[src/rtl/vga_pixel_arbiter.sv]
// Pixel-write arbiter for the VGA adapter: clears the frame buffer after reset,
// then forwards round-robin bursts from two sprite clients as registered writes.
module vga_pixel_arbiter #(
    parameter int         BURST        = 32,
    parameter int         SCREEN_W     = 160,
    parameter int         SCREEN_H     = 120,
    parameter logic [2:0] CLEAR_COLOUR = 3'd0
) (
    input  logic       clock,
    input  logic       resetn,
    input  logic       req0,
    input  logic       req1,
    input  logic [7:0] x0,
    input  logic [7:0] x1,
    input  logic [6:0] y0,
    input  logic [6:0] y1,
    input  logic [2:0] c0,
    input  logic [2:0] c1,
    output logic       gnt0,
    output logic       gnt1,
    output logic       done0,
    output logic       done1,
    output logic       plot,
    output logic [7:0] x,
    output logic [6:0] y,
    output logic [2:0] colour,
    output logic       busy
);

    localparam int            BW        = (BURST > 1) ? $clog2(BURST) : 1;
    localparam logic [BW-1:0] BEAT_LAST = BW'(BURST - 1);
    localparam logic [7:0]    X_LIM     = 8'(SCREEN_W);
    localparam logic [7:0]    X_LAST    = 8'(SCREEN_W - 1);
    localparam logic [6:0]    Y_LIM     = 7'(SCREEN_H);
    localparam logic [6:0]    Y_LAST    = 7'(SCREEN_H - 1);

    typedef enum logic [1:0] {
        CLEAR,
        IDLE,
        SERVE0,
        SERVE1
    } state_t;

    state_t        state, state_nxt;
    logic [7:0]    cx, cx_nxt;
    logic [6:0]    cy, cy_nxt;
    logic [BW-1:0] beat, beat_nxt;
    logic          last, last_nxt;
    logic          plot_nxt, done0_nxt, done1_nxt;
    logic [7:0]    x_nxt;
    logic [6:0]    y_nxt;
    logic [2:0]    colour_nxt;

    logic          sel;
    logic          req_s;
    logic [7:0]    x_s;
    logic [6:0]    y_s;
    logic [2:0]    c_s;

    // Both SERVE states share one datapath; sel picks the client being served.
    assign sel   = (state == SERVE1);
    assign req_s = sel ? req1 : req0;
    assign x_s   = sel ? x1 : x0;
    assign y_s   = sel ? y1 : y0;
    assign c_s   = sel ? c1 : c0;

    assign gnt0 = (state == SERVE0);
    assign gnt1 = (state == SERVE1);
    assign busy = (state == CLEAR);

    always_comb begin
        state_nxt  = state;
        cx_nxt     = cx;
        cy_nxt     = cy;
        beat_nxt   = beat;
        last_nxt   = last;
        plot_nxt   = 1'b0;
        x_nxt      = x;
        y_nxt      = y;
        colour_nxt = colour;
        done0_nxt  = 1'b0;
        done1_nxt  = 1'b0;

        case (state)
            CLEAR: begin
                plot_nxt   = 1'b1;
                x_nxt      = cx;
                y_nxt      = cy;
                colour_nxt = CLEAR_COLOUR;
                if (cx == X_LAST) begin
                    cx_nxt = '0;
                    if (cy == Y_LAST) begin
                        cy_nxt    = '0;
                        state_nxt = IDLE;
                    end else begin
                        cy_nxt = cy + 7'd1;
                    end
                end else begin
                    cx_nxt = cx + 8'd1;
                end
            end

            IDLE: begin
                beat_nxt = '0;
                // On a tie, last==1 means client 1 was served last, so client 0 wins.
                if (req0 && (!req1 || last)) begin
                    state_nxt = SERVE0;
                end else if (req1) begin
                    state_nxt = SERVE1;
                end
            end

            SERVE0, SERVE1: begin
                if (!req_s) begin
                    state_nxt = IDLE;
                    last_nxt  = sel;
                end else begin
                    x_nxt      = x_s;
                    y_nxt      = y_s;
                    colour_nxt = c_s;
                    plot_nxt   = (x_s < X_LIM) && (y_s < Y_LIM);
                    beat_nxt   = beat + BW'(1);
                    if (beat == BEAT_LAST) begin
                        state_nxt = IDLE;
                        last_nxt  = sel;
                        done0_nxt = !sel;
                        done1_nxt = sel;
                    end
                end
            end

            default: state_nxt = CLEAR;
        endcase
    end

    always_ff @(posedge clock or negedge resetn) begin
        if (!resetn) begin
            state  <= CLEAR;
            cx     <= '0;
            cy     <= '0;
            beat   <= '0;
            last   <= 1'b1;
            plot   <= 1'b0;
            x      <= '0;
            y      <= '0;
            colour <= '0;
            done0  <= 1'b0;
            done1  <= 1'b0;
        end else begin
            state  <= state_nxt;
            cx     <= cx_nxt;
            cy     <= cy_nxt;
            beat   <= beat_nxt;
            last   <= last_nxt;
            plot   <= plot_nxt;
            x      <= x_nxt;
            y      <= y_nxt;
            colour <= colour_nxt;
            done0  <= done0_nxt;
            done1  <= done1_nxt;
        end
    end

endmodule

[config.mk]
export PLATFORM = sky130hd
export DESIGN_NAME = vga_pixel_arbiter
export DESIGN_NICKNAME = d
export VERILOG_FILES = /design/src/rtl/vga_pixel_arbiter.sv
export SDC_FILE = /design/constraint.sdc
export NUM_CORES = 1
export LEC_CHECK = 0
export CELL_PAD_IN_SITES_DETAIL_PLACEMENT = 0
export CELL_PAD_IN_SITES_GLOBAL_PLACEMENT = 1
export CORE_MARGIN = 3
export CORE_UTILIZATION = 39
export DETAILED_ROUTE_END_ITERATION = 10
export PLACE_DENSITY = 0.89
export REMOVE_ABC_BUFFERS = 1
export SLEW_MARGIN = 30
export SYNTH_ARGS = -nofsm -noshare
export SYNTH_HDL_FRONTEND = slang
export SYNTH_SLANG_ARGS = --single-unit
[constraint.sdc]
create_clock -name clock -period 4.7 [get_ports clock]
set_input_delay 0.47 -clock clock [delete_from_list [all_inputs] [get_ports clock]]
set_output_delay 0.47 -clock clock [all_outputs]
set_load 0.1 [all_outputs]
==> flow_metrics.tcl <==
set metrics [dict create \
    status "completed" \
    area_growth_syn_to_layout_pct 31.7 \
    antennaDiodeCount 0 \
    antenna_left 0 \
    initialDrtViolationCount 83 \
    initial_utilization_pct 40.7 \
    rr_endpoint "cy[4]$_DFFE_PN0P_" \
    muxShareOfSynthArea_pct 7.59 \
    clockRootBuffer "clkbuf_8" \
    grt_first_pass_wirelength_um 10100 \
    drt-wirelength-per-cell_um 14.9 \
    avgSynthCellArea_sq_um 8.98 \
    drcViolationCount 0 \
    cp-end-kind "output pin" \
    ys_seq_area_share_pct 45.5 \
    grt_most_used_layer "met2" \
    ios 64 \
    rr_worst_depth 4 \
    vias 2156 \
    synth_top_cell_area_share_pct 44.4 \
    mostFrequentLayoutCell "clkdlybuf4s50_1" \
    post-place-ws_ns 1.78 \
    synthXorXnorAreaFrac_pct 2.89 \
    regToRegSetupSlack_ns 2.56 \
    gp_congestion 0.868 \
    final_nets 369 \
    synthAdderAreaFrac_pct 2.06 \
    finClkSkew_ns 0.00648 \
    grt_use_total_pct 17.1 \
    setup_ws_ns 1.45 \
    crit_type "register to output pin" \
    firstDrtPassIters 4 \
    clock.fmax_ghz 0.308 \
    grt_remaining_overflow 0 \
    wl_um 5990 \
    grtUsageMet2_pct 27.1 \
    crit_required_ns 4.23 \
    ys_warn_count 0 \
    netlist.top_cell.by_area "dfrtp_1" \
    synth_top_family_by_area "simple AND/OR/NAND/NOR gates" \
    setup_viol 0 \
    period_share_pct 69.1 \
    viasPerCell 5.38 \
    synth_compound_area_share_pct 18.1 \
    cts_tree "built" \
    ys_async_sr_fraction_pct 100 \
    cp.arrival_ns 2.78 \
    numClockSinks 44 \
    final_hold_viol_count 0 \
    final_core_util_pct 53.6 \
    die_w_um 84.9 \
    use_met3_pct 4.37 \
    rsz0062_at_grt "no" \
    grt_pass1_vias 2070 \
    antenna_found_initial 0 \
    design.die.area_sq_um 7200 \
    cts_resized 0 \
    slew_headroom_pct 34.3 \
    core_area_sq_um 5960 \
    slew_viol_final 0 \
    htreeDepth 2 \
    synth_seq_cells 44 \
    clkLatencyLatePin_ns 0.29 \
    clockBufferDepth 2 \
    ctsHoldBuffers 0 \
    ir_drop_v 0.000450 \
    netlist_area_sq_um 2420 \
    clk_pin_slew_ns 0.08 \
    synth_edf_count 0 \
    synth_simple_gate_area_share_pct 19.7 \
    numCtsBuffers 5 \
    crit_path_start_kind "register" \
    die_y_um 84.9 \
    cap_violations 0 \
    grt_max_degree 45 \
    synth_area_leaders "dfrtp_1, o21ai_0, nand2_1, mux2i_1, a22o_1" \
    met1_usage_pct 23.6 \
    p_leak_nw 1.44 \
    r2r-start "state[1]$_DFFE_PN0P_" \
    p_per_area_nw_per_um2 680 \
    fin_crit_ns 3.25 \
    synth_ff_type "dfrtp_1" \
    drive_above_1_share_pct 4.91 \
    layout_common_cells "clkdlybuf4s50_1, nand2_1, dfrtp_1, o21ai_0, mux2i_1" \
    path_max_fanout 22 \
    setup_tns_ns 0 \
    tightest_slew_ns 0.982 \
    hpwl_um 4430 \
    syn_inst 270 \
    yosys.cell_types.count 43 \
    min-delay-path-class "input pin to asynchronous set/reset pin" \
    port_buffers 63 \
    rows 28 \
    post_cts_buffers 0 \
    fillCellCount 569 \
]
per-stage QoR:
step           std cells  instance area [sq um]  hold slack [ns]  power (mW)
2_1_floorplan        253                   2360            0.174        1.59
3_3_place_gp         393                   3090            0.466        1.92
3_5_place_dp         393                   3100            0.469        1.94
4_1_cts              401                   3190            0.182        2.18
5_1_grt              401                   3190            0.197        2.30
6_report             401                   3190            0.161        2.17
synth_stat cells, types with 4 or more instances:
library cell,count
nand2_1,49
dfrtp_1,43
o21ai_0,42
mux2i_1,15
clkbuf_1,12
a22o_1,9
inv_1,9
nor2_1,9
nand4_1,8
a21oi_1,6
nand3_1,6
xnor2_1,5
and3_1,4
buf_2,4
ha_1,4
power by group:
group | switching (mW) | internal [mW] | total [mW] | leakage [nW]
Sequential | 0.135 | 0.499 | 0.634 | 0.572
Clock | 0.123 | 0.120 | 0.243 | 0.0455
Combinational | 0.937 | 0.359 | 1.30 | 0.823
flip-flops by register name, indices dropped and copies added (netlist names), 2 cells and up:
register	flops
y	7
colour	3
cy	7
beat	5
cx	8
x	8
state	2
cell type report:
cell class / instances / area (sq um) / area share [%]
multi-input combinational: 200 / 1230 / 38.5
tap: 75 / 93.8 / 2.94
clock buffer: 8 / 90.1 / 2.82
sequential: 44 / 1100 / 34.5
timing repair buffer: 65 / 643 / 20.1
inverter: 9 / 33.8 / 1.06
worst max-delay path: stages, from the launching register on:
cell             delay (ns)
dfrtp_1                0.62
or2_1                  0.47
inv_1                  0.22
clkdlybuf4s50_1        1.17
how the worst max path moves through the flow:
stage	startpoint	end	cells past startpoint	slack (ns)
2_1_floorplan	state[0]$_DFFE_PN0P_	cy[5]$_DFFE_PN0P_	4	2.15
3_3_place_gp	state[0]$_DFFE_PN0P_	busy	3	1.81
3_5_place_dp	state[0]$_DFFE_PN0P_	busy	3	1.78
4_1_cts	state[0]$_DFFE_PN0P_	busy	3	1.43
5_1_grt	state[1]$_DFFE_PN0P_	gnt1	3	1.31
6_report	state[1]$_DFFE_PN0P_	busy	3	1.45
cell families after synthesis:
logic type / count (synthesis)
and+or+nand+nor: 98
AOI/OAI and AO/OA: 72
DFF: 44
buffers and inverters: 26
muxes: 18
xor gates and xnor gates: 8
adders and majority gates: 4
per-layer routing:
| metal | routed length, um | up-vias |
|---|---|---|
| li1 | - | 1066 |
| met1 | 2780 | 1024 |
| met2 | 2830 | 60 |
| met3 | 331 | 6 |
| met4 | 53 | 0 |
| met5 | 0 | - |
Note: power is estimated with default switching activity, not from simulation.
